===== src/rtl/decrypt_pkg.sv =====
// Shared constants and types for the decrypt payload tagger and its framer.
package decrypt_pkg;

    localparam logic [7:0] CTRL_DATA    = 8'h00;
    localparam logic [7:0] MOD_HDR_CTRL = 8'hFF;
    localparam int         KEY_W        = 80;
    localparam int         STAGE_KEY_W  = 16;

    typedef enum logic [1:0] {
        IDLE,
        MODHDR,
        HDR,
        PAYLOAD
    } state_t;

endpackage


===== src/rtl/decrypt_payload_tagger_pkt_framer.sv =====
// Packet framing FSM: tracks module-header / header / payload position of each
// transferred word and produces per-word sop, eop and is_payload pulses.
module pkt_framer
    import decrypt_pkg::*;
#(
    parameter int                CTRL_W   = 8,
    parameter int                CNT_W    = 8,
    parameter logic [CTRL_W-1:0] HDR_CTRL = CTRL_W'(MOD_HDR_CTRL)
) (
    input  logic              clk_i,
    input  logic              reset_i,
    input  logic              xfer_i,
    input  logic [CTRL_W-1:0] ctrl_i,
    input  logic [CNT_W-1:0]  hdr_words_cfg_i,
    output logic              sop_o,
    output logic              eop_o,
    output logic              is_payload_o
);

    state_t            state_q;
    logic [CNT_W-1:0]  cnt_q;
    logic [CNT_W-1:0]  hdr_q;
    logic [CNT_W-1:0]  hdr_eff;
    logic [CNT_W-1:0]  cnt_inc;
    logic              is_mod;
    logic              is_data;
    logic              is_eop;
    logic              reach;

    // Classify the current word and decide whether it starts a packet or is payload.
    // In IDLE the header length comes straight from the config, since it is sampled on this word.
    always_comb begin
        is_mod       = (ctrl_i == HDR_CTRL);
        is_data      = (ctrl_i == CTRL_W'(CTRL_DATA));
        is_eop       = !is_mod && !is_data;
        hdr_eff      = (state_q == IDLE) ? hdr_words_cfg_i : hdr_q;
        reach        = (state_q == PAYLOAD) || (cnt_q >= hdr_eff);
        cnt_inc      = (cnt_q == '1) ? cnt_q : cnt_q + 1'b1;
        sop_o        = xfer_i && (((state_q == IDLE) && !is_eop) ||
                                  (is_mod && ((state_q == HDR) || (state_q == PAYLOAD))));
        eop_o        = xfer_i && is_eop;
        is_payload_o = xfer_i && ((is_data && reach) ||
                                  (is_eop && (state_q != IDLE) && reach));
    end

    // Framing state, saturating data-word count and per-packet header length; advance only on transfers.
    always_ff @(posedge clk_i) begin
        if (reset_i) begin
            state_q <= IDLE;
            cnt_q   <= '0;
            hdr_q   <= '0;
        end else if (xfer_i) begin
            if (sop_o) begin
                hdr_q <= hdr_words_cfg_i;
            end
            if (is_eop) begin
                state_q <= IDLE;
                cnt_q   <= '0;
            end else if (is_mod) begin
                if (state_q != MODHDR) begin
                    state_q <= MODHDR;
                    cnt_q   <= '0;
                end
            end else begin
                state_q <= reach ? PAYLOAD : HDR;
                cnt_q   <= cnt_inc;
            end
        end
    end

endmodule


===== src/rtl/decrypt_payload_tagger.sv =====
// Tags payload words of the 64-bit packet stream ahead of the decryption pipeline,
// snapshots the round key per packet and registers the stream one cycle.
// Optional statistics counters are built when DECRYPT_PAYLOAD_TAGGER_STATS_EN is defined.
module decrypt_payload_tagger #(
    parameter int               DATA_W       = 64,
    parameter int               CTRL_W       = 8,
    parameter int               KEY_W        = 80,
    parameter int               CNT_W        = 8,
    parameter logic [CTRL_W-1:0] MOD_HDR_CTRL = 8'hFF
) (
    input  logic              clk,
    input  logic              reset,
    input  logic [DATA_W-1:0] in_data,
    input  logic [CTRL_W-1:0] in_ctrl,
    input  logic              in_wr,
    output logic              in_rdy,
    input  logic [KEY_W-1:0]  key_cfg,
    input  logic              decrypt_en_cfg,
    input  logic [CNT_W-1:0]  hdr_words_cfg,
    output logic [DATA_W-1:0] out_data,
    output logic [CTRL_W-1:0] out_ctrl,
    output logic              out_wr,
    input  logic              out_rdy,
    output logic [KEY_W-1:0]  out_key,
    output logic              out_inside_payload
`ifdef DECRYPT_PAYLOAD_TAGGER_STATS_EN
    ,
    output logic [31:0]       stat_pkts,
    output logic [31:0]       stat_payload_words
`endif
);

    import decrypt_pkg::*;

    logic              xfer;
    logic              sop;
    logic              eop;
    logic              is_payload;
    logic              tag_d;
    logic              pkt_en_q;
    logic              out_wr_q;
    logic              tag_q;
    logic [DATA_W-1:0] data_q;
    logic [CTRL_W-1:0] ctrl_q;
    logic [KEY_W-1:0]  key_q;

    assign in_rdy = out_rdy;
    assign xfer   = in_wr & out_rdy;

    pkt_framer #(
        .CTRL_W   (CTRL_W),
        .CNT_W    (CNT_W),
        .HDR_CTRL (MOD_HDR_CTRL)
    ) u_framer (
        .clk_i           (clk),
        .reset_i         (reset),
        .xfer_i          (xfer),
        .ctrl_i          (in_ctrl),
        .hdr_words_cfg_i (hdr_words_cfg),
        .sop_o           (sop),
        .eop_o           (eop),
        .is_payload_o    (is_payload)
    );

    // On the SOP word itself the enable snapshot is not yet registered, so use the live config.
    assign tag_d = is_payload & (sop ? decrypt_en_cfg : pkt_en_q);

    // Output stage: stream registers, tag, and per-packet key/enable snapshot.
    always_ff @(posedge clk) begin
        if (reset) begin
            out_wr_q <= 1'b0;
            tag_q    <= 1'b0;
            data_q   <= '0;
            ctrl_q   <= '0;
            key_q    <= '0;
            pkt_en_q <= 1'b0;
        end else begin
            out_wr_q <= xfer;
            tag_q    <= tag_d;
            if (xfer) begin
                data_q <= in_data;
                ctrl_q <= in_ctrl;
            end
            if (sop) begin
                key_q    <= key_cfg;
                pkt_en_q <= decrypt_en_cfg;
            end
        end
    end

    assign out_wr             = out_wr_q;
    assign out_inside_payload = tag_q;
    assign out_data           = data_q;
    assign out_ctrl           = ctrl_q;
    assign out_key            = key_q;

`ifdef DECRYPT_PAYLOAD_TAGGER_STATS_EN
    logic [31:0] stat_pkts_q;
    logic [31:0] stat_payload_words_q;

    // Free-running packet and payload-word counters, wrapping modulo 2^32.
    always_ff @(posedge clk) begin
        if (reset) begin
            stat_pkts_q          <= '0;
            stat_payload_words_q <= '0;
        end else begin
            if (eop) begin
                stat_pkts_q <= stat_pkts_q + 32'd1;
            end
            if (tag_d) begin
                stat_payload_words_q <= stat_payload_words_q + 32'd1;
            end
        end
    end

    assign stat_pkts          = stat_pkts_q;
    assign stat_payload_words = stat_payload_words_q;
`else
    logic unused_eop;
    assign unused_eop = eop;
`endif

endmodule

===== config.mk =====
export PLATFORM = sky130hd
export DESIGN_NAME = decrypt_payload_tagger
export DESIGN_NICKNAME = d
export VERILOG_FILES = /design/src/rtl/decrypt_pkg.sv /design/src/rtl/decrypt_payload_tagger_pkt_framer.sv /design/src/rtl/decrypt_payload_tagger.sv
export SDC_FILE = /design/constraint.sdc
export NUM_CORES = 1
export LEC_CHECK = 0
export CELL_PAD_IN_SITES_DETAIL_PLACEMENT = 0
export CELL_PAD_IN_SITES_GLOBAL_PLACEMENT = 2
export CORE_MARGIN = 2
export CORE_UTILIZATION = 23
export DETAILED_ROUTE_END_ITERATION = 8
export PLACE_DENSITY_LB_ADDON = 0.1
export SETUP_SLACK_MARGIN = 0.1
export SYNTH_ARGS = -nofsm -noshare
export SYNTH_HDL_FRONTEND = slang
export SYNTH_SLANG_ARGS = --single-unit

===== constraint.sdc =====
create_clock -name clk -period 5 [get_ports clk]
set_clock_uncertainty 0.1 [all_clocks]
set_input_delay 1 -clock clk [delete_from_list [all_inputs] [get_ports clk]]
set_output_delay 1 -clock clk [all_outputs]
set_load 0.005 [all_outputs]

==> results of run 1 <==
-- flip-flops by register name, summed over array words and instances, names as in the netlist --
name / flops
out_inside_payload: 1
out_ctrl: 8
u_framer.cnt_q: 8
u_framer.state_q: 2
u_framer.hdr_q: 8
out_key: 80
out_wr: 1
out_data: 64
pkt_en_q: 1
-- cell families (layout without fill, tap and decap cells) --
group	Yosys count	count (layout)	share of synthesized area
fa+ha+maj	9	9	0.0176
mux	10	10	0.0159
buf+inv	58	362	0.0391
other cells	0	1	0
xor+xnor	6	6	0.00822
simple gates	370	370	0.233
compound gates	175	175	0.144
flops	173	173	0.542
-- worst reg2reg max path, stage by stage, from the launching register on --
cell and delay [ns]:
dfxtp_1 0.37, nor2_1 0.12, buf_4 0.21, mux2_2 0.36, ha_1 0.26, nand2b_1 0.13
a2111oi_0 0.39, nor3_1 0.10, nor3_1 0.34, o32ai_1 0.12
-- cell type report --
class                      instances  area share
antenna                            1    0.000239
inverter                           2    0.000718
timing repair buffer             328       0.313
clock inverter                    13      0.0115
clock buffer                      19      0.0414
multi-input combinational        570       0.257
tap                              378      0.0452
sequential                       173       0.331
-- worst max-delay path by stage --
stage | to | cells after the start | startpoint
floorplan | u_framer.state_q[0]$_SDFFE_PP0P_ | 8 | u_framer.state_q[1]$_SDFFE_PP0P_
global placement | out_inside_payload$_SDFF_PP0_ | 7 | in_ctrl[4]
detailed placement | out_inside_payload$_SDFF_PP0_ | 7 | in_ctrl[4]
CTS | in_rdy | 2 | out_rdy
global route | in_rdy | 2 | out_rdy
finish | in_rdy | 2 | out_rdy
-- cells in the mapped netlist, drive strengths merged, types with 2 or more instances --
library cell	instances	share of area
mux2i	9	0.014
o21a	2	0.0023
a21oi	165	0.13
nor4	3	0.0053
dfxtp	173	0.54
nand3	5	0.0039
a22oi	2	0.0031
nand2	326	0.19
clkbuf	43	0.025
nand4	3	0.0029
inv	2	0.0012
or4	2	0.0035
xnor2	6	0.0082
ha	9	0.018
buf	13	0.013
nor2	10	0.0070
nor3	15	0.013
-- metrics by stage --
stage / cells / setup slack, ns / power (mW) / utilization
5_1_grt: 1484 / 1.85 / 3.15 / 0.380
2_1_floorplan: 801 / 2.27 / 1.53 / -
3_5_place_dp: 1451 / 1.55 / 1.74 / 0.359
6_report: 1484 / 1.88 / 3.00 / 0.380
3_3_place_gp: 1451 / 1.59 / 1.75 / 0.359
4_1_cts: 1483 / 1.87 / 3.07 / 0.380
-- metal layers --
layer,vias to the layer above,track usage,routed length [µm]
met5,-,0,20
met4,2,0.0505,347
met3,19,0.0604,1960
met2,204,0.224,9710
met1,2751,0.205,10700
li1,3199,-,-
-- power by group --
part           switching [mW]  internal (mW)  leakage (nW)
Combinational           0.109          0.181          1.91
Sequential             0.0139           1.40          1.40
Clock                   0.632          0.662         0.275
==> results.rst, run 1 <==
.. list-table::
   :header-rows: 1

   * - Metric
     - Value
   * - Mean cell area of the mapped netlist
     - ~8 µm²
   * - Detailed-placement wirelength estimate
     - 15.2 mm
   * - Routed len/inst
     - 15.3 µm
   * - Number of nets at the end of the flow
     - 1266
   * - Antenna violations before repair
     - 2
   * - RR Endpoint
     - u_framer.state_q[0]$_SDFFE_PP0P_
   * - Horizontal die dimension
     - 171 µm
   * - Setup bufs post-CTS
     - 0
   * - Top_reg_cell synth
     - dfxtp_1
   * - Worst reg2reg startpoint
     - u_framer.state_q[1]$_SDFFE_PP0P_
   * - Synthesized Nets
     - 975
   * - Cells traversed along the worst timing path
     - clkdlybuf4s50_1 > clkdlybuf4s50_1
   * - Worst max-slew margin expressed relative to the limit
     - 0.421
   * - Sequential cell area in the final layout
     - 3460 µm²
   * - Maximum VDD drop
     - 0.177 mV
   * - Fin crit share
     - 0.625
   * - Total of max-cap violations
     - 0
   * - Post-synth ARST share
     - 0
   * - Total number of clock tree sinks
     - between 150 and 200
   * - Sequential area share after synthesis
     - 0.542
   * - Number of max-slew violations in the final report
     - 0
   * - H-Tree Level Count
     - 4
   * - FMAX
     - 320 MHz
   * - First-pass GRT wire length
     - 34.6 mm
   * - Total I/O pin count
     - 320
   * - Final critical path time including I/O delays and setup
     - about 3.1 ns
   * - Crit path buffers/inverters
     - 2
   * - Core Box Area
     - 27600 µm²
   * - Slowest stage delay, CP
     - 0.52 ns
   * - Result of the run
     - completed
   * - Critical path launch point type
     - input port
   * - Worst Tran Pin Value
     - 0.868 ns
   * - Multi-input gate area
     - 2690 µm²
   * - Crit-path most repeated cell
     - clkdlybuf4s50_1
   * - Fin area
     - 10500 µm²
   * - Max FO, Critical Path
     - 3
   * - Power density of the placed cells
     - between 200 and 300 nW/µm²
   * - Clk pin slew, worst setup/hold paths
     - 0.07 ns
   * - Netlist area before placement
     - 6390 µm²
   * - Drt initial violations
     - 228
   * - Unrepaired setup endpoints after global routing
     - no
   * - Highest-delay cell along the critical path
     - clkdlybuf4s50_1
   * - Flop-to-flop setup slack
     - between 2 and 2.5 ns
   * - Depth of the worst register-to-register path
     - 9
   * - Fillcell total
     - 2874
   * - TNS Setup
     - 0 ns
   * - Die Y-Extent
     - 171 µm
   * - Number of instances resized during post-cts repair
     - 0
   * - Clock tree from TritonCTS
     - built
   * - Number of detailed-route iterations in the first pass
     - 4
   * - Largest net degree at the start of global routing
     - 78
   * - CP top delay family
     - buffers and inverters
   * - Hold violation count in the final report
     - 0
   * - Port bufs
     - 319
   * - Cell row count
     - 61
   * - Number of buffers on the longest clock path
     - 2
   * - Synthesis-to-finish area growth
     - 63.6%
   * - Most frequent cells in the layout
     - 325 x nand2_1, 318 x clkdlybuf4s50_1, 173 x dfxtp_1, 165 x a21oi_1, 17 x clkbuf_16
   * - Endpoint kind of the worst setup timing path
     - output port
   * - Insertion delay to the later sink of the worst-skew pair
     - 0.43 ns
   * - Synth cell types
     - 37
   * - Cts bufs inserted
     - 17
   * - Area of the die
     - about 30000 µm²
   * - Number of buffers added to fix hold violations after cts
     - 0
   * - Path type of the worst setup path
     - input port to output port
   * - Buffer cell driving the clock tree root
     - clkbuf_16
   * - Remaining Overflow, GRT
     - 0
   * - Worst min-delay path endpoint
     - out_data[24]$_SDFFE_PP0P_
   * - Leading cell type in the layout, fill and taps excluded
     - nand2_1
   * - Synth Warn #
     - 0
   * - Overall routed net length
     - 22.7 mm
   * - Vias after detailed routing
     - 6175
   * - Synthesized instance count
     - 801
   * - Vias per std cell
     - 4.16
   * - Global Route Usage Sum
     - 0.153
   * - WHS Path Cells
     - 2
   * - Required time at the worst-slack endpoint
     - roughly 4 ns
   * - Fraction of final layout cells with drive strength greater than 1
     - 0.0471
   * - Flops & latches, synth
     - 173
   * - Finish-stage setup viols
     - 0
   * - Post-route ant nets
     - 0
   * - Effective utilization at floorplan
     - 0.232
   * - Crit path arrival time
     - 2.02 ns
   * - LEAKAGE
     - 3.58 nW
   * - Class of the tightest hold or removal check
     - flip-flop to flip-flop
   * - Via count of the first global-routing pass
     - 5991
   * - Cell area after placement
     - ~9900 µm²
   * - Routability cong.
     - approximately 0.72
   * - DRC viols
     - 0
   * - Number of synthesized flops with an enable pin
     - 0
   * - Critical hold path startpoint
     - out_data[24]$_SDFFE_PP0P_
   * - Worst hold slack
     - about 0.35 ns
No activity file was read; power rests on OpenSTA's default activity.
==> inputs of run 2 (changes only) <==
Settings changed: CORE_UTILIZATION 23 to 21.
Clock period 5 ns to 2.91 ns, I/O delays scaled along.
==> results.rst, run 2 (synthesis gave the netlist of run 1 again) <==
.. list-table::
   :header-rows: 1

   * - Metric
     - Value
   * - Class of the tightest hold or removal check
     - flip-flop to flip-flop
   * - Insertion delay to the later sink of the worst-skew pair
     - 0.43 ns (about the same)
   * - Routed len/inst
     - 15.7 µm (+2.4%)
   * - Horizontal die dimension
     - 178 µm (+4.5%)
   * - Fin crit share
     - 0.842
   * - Finish-stage setup viols
     - 0 (unchanged)
   * - Total I/O pin count
     - 320 (unchanged)
   * - Vias after detailed routing
     - 6258 (+1.3%)
   * - Vias per std cell
     - 4.16 (-0.14%)
   * - Worst Tran Pin Value
     - 0.651 ns (-0.217 ns)
   * - Cell row count
     - 63 (+3.3%)
   * - Most frequent cells in the layout
     - 325 x nand2_1, 318 x clkdlybuf4s50_1, 173 x dfxtp_1, 165 x a21oi_1, 17 x clkbuf_16
   * - Worst hold slack
     - 0.354 ns (+0.00167 ns)
   * - H-Tree Level Count
     - 4 (unchanged)
   * - DRC viols
     - 0 (unchanged)
   * - Number of detailed-route iterations in the first pass
     - 4 (unchanged)
   * - Hold violation count in the final report
     - 0 (unchanged)
   * - First-pass GRT wire length
     - 35.2 mm (+1.7%)
   * - Buffer cell driving the clock tree root
     - clkbuf_16
   * - Crit path arrival time
     - 2.65 ns (+0.63 ns)
   * - Total number of clock tree sinks
     - 173 (unchanged)
   * - Crit-path most repeated cell
     - nor3_1
   * - Endpoint kind of the worst setup timing path
     - flip-flop
   * - Setup bufs post-CTS
     - 0 (unchanged)
   * - LEAKAGE
     - 3.65 nW (+1.7%)
   * - Number of buffers on the longest clock path
     - 2 (unchanged)
   * - Power density of the placed cells
     - 492 nW/µm² (+71%)
   * - Number of max-slew violations in the final report
     - 0 (unchanged)
   * - Cells traversed along the worst timing path
     - clkdlybuf4s50_1 > mux2_2 > ha_1 > nand2b_1 > a2111oi_0 > nor3_1 > nor3_1 > buf_4 > o32ai_1
   * - Unrepaired setup endpoints after global routing
     - no
   * - Worst max-slew margin expressed relative to the limit
     - 0.566 (+0.145)
   * - Critical path launch point type
     - input port
   * - Path type of the worst setup path
     - input port to flip-flop
   * - Clock tree from TritonCTS
     - built
   * - Final critical path time including I/O delays and setup
     - 2.45 ns
   * - Via count of the first global-routing pass
     - 6008 (+0.28%)
   * - CP Capture Point
     - u_framer.state_q[0]$_SDFFE_PP0P_
   * - Worst reg2reg startpoint
     - u_framer.state_q[1]$_SDFFE_PP0P_
   * - Port bufs
     - 319 (unchanged)
   * - Required time at the worst-slack endpoint
     - 3.11 ns (-0.79 ns)
   * - Leading cell type in the layout, fill and taps excluded
     - nand2_1
   * - Clk pin slew, worst setup/hold paths
     - 0.07 ns (about the same)
   * - Flop-to-flop setup slack
     - 0.47 ns (-1.87 ns)
   * - Total of max-cap violations
     - 0 (unchanged)
   * - Number of nets at the end of the flow
     - 1273 (+0.55%)
   * - Overall routed net length
     - 23.6 mm (+3.9%)
   * - Flip-flop count of the largest register, all copies and words added
     - 80 (unchanged)
   * - Critical path origin
     - hdr_words_cfg[0]
   * - Number of buffers added to fix hold violations after cts
     - 0 (unchanged)
   * - Highest-delay cell along the critical path
     - a2111oi_0
   * - Max FO, Critical Path
     - 2 (-1)
   * - Result of the run
     - completed
   * - Global Route Usage Sum
     - 0.144 (-0.00905)
   * - Antenna violations before repair
     - 3 (+1)
   * - Effective utilization at floorplan
     - 0.215 (-0.0175)
   * - Detailed-placement wirelength estimate
     - 16.0 mm (+5.2%)
   * - RR Endpoint
     - u_framer.state_q[0]$_SDFFE_PP0P_
   * - Core Box Area
     - 29800 µm² (+8.1%)
   * - Area of the die
     - 31900 µm² (+9.3%)
   * - Fraction of final layout cells with drive strength greater than 1
     - 0.0540 (+0.00690)
   * - Maximum VDD drop
     - 0.323 mV (+82%)
   * - Remaining Overflow, GRT
     - 0 (unchanged)
   * - Drt initial violations
     - 269 (+18%)
   * - Post-route ant nets
     - 0 (unchanged)
   * - FMAX
     - 408 MHz
   * - Depth of the worst register-to-register path
     - 9 (unchanged)
   * - Number of instances resized during post-cts repair
     - 0 (unchanged)
   * - Slowest stage delay, CP
     - 0.45 ns (-0.07 ns)
   * - Largest net degree at the start of global routing
     - 94 (+21%)
   * - Synthesis-to-finish area growth
     - 65.9%
   * - Die Y-Extent
     - 178 µm (+4.5%)
   * - Routability cong.
     - 0.692 (-4.4%)
   * - Util after Layout
     - 0.356 (-0.0237)
   * - Cts bufs inserted
     - 17 (unchanged)
## run 2: worst min-delay path by stage
stage / depth (start not counted) / end / slack (ns) / from
floorplan: 2 / u_framer.hdr_q[0]$_SDFFE_PP0P_ / 0.33 / u_framer.hdr_q[0]$_SDFFE_PP0P_
global placement: 2 / out_data[37]$_SDFFE_PP0P_ / 0.34 / out_data[37]$_SDFFE_PP0P_
detailed placement: 2 / out_key[31]$_SDFFE_PP0P_ / 0.35 / out_key[31]$_SDFFE_PP0P_
CTS: 2 / out_key[31]$_SDFFE_PP0P_ / 0.36 / out_key[31]$_SDFFE_PP0P_
global route: 2 / out_key[13]$_SDFFE_PP0P_ / 0.37 / out_key[13]$_SDFFE_PP0P_
finish: 2 / u_framer.hdr_q[7]$_SDFFE_PP0P_ / 0.35 / u_framer.hdr_q[7]$_SDFFE_PP0P_
## run 2: power breakdown
part | internal, mW | total (mW) | switching, mW
clock | 1.16 | 2.27 | 1.11
sequential | 2.41 | 2.44 | 0.0232
combinational | 0.318 | 0.510 | 0.192
## run 2: layout make-up
class / instances / area, µm²
inverters: 2 / 7.51
multi-input cells: 570 / 2690
diodes: 4 / 10.0
repair buffers: 335 / 3390
well taps: 390 / 488
clock buffers: 19 / 443
clock inverters: 13 / 119
fillers: 3129 / 19200
flip-flops and latches: 173 / 3460
## run 2: critical path: cells and delay by family
family,cells,cell delay (ns)
buffers and inverters,2,0.58
AOI/OAI and AO/OA,2,0.51
adders and majority gates,1,0.26
and+or+nand+nor,3,0.44
muxes,1,0.27
## run 2: stage by stage
| stage | TNS (ns) | setup WS [ns] | total power [mW] | instances | area, µm² |
|---|---|---|---|---|---|
| floorplan | 0 | 0.176 | 2.63 | 801 | 6390 |
| global placement | -0.0120 | -0.0120 | 3.01 | 1470 | 10000 |
| detailed placement | -0.0363 | -0.0363 | 3.01 | 1470 | 10000 |
| CTS | 0 | 0.367 | 5.34 | 1502 | 10600 |
| global route | 0 | 0.234 | 5.46 | 1502 | 10600 |
| finish | 0 | 0.461 | 5.21 | 1506 | 10600 |
## run 2: metal layers
layer / GRT usage / vias to the layer above / share of wire
li1: - / 3225 / -
met1: 0.192 / 2782 / 0.47
met2: 0.208 / 232 / 0.42
met3: 0.0661 / 17 / 0.11
met4: 0.0400 / 2 / 0.0085
met5: 0 / - / 0.00055
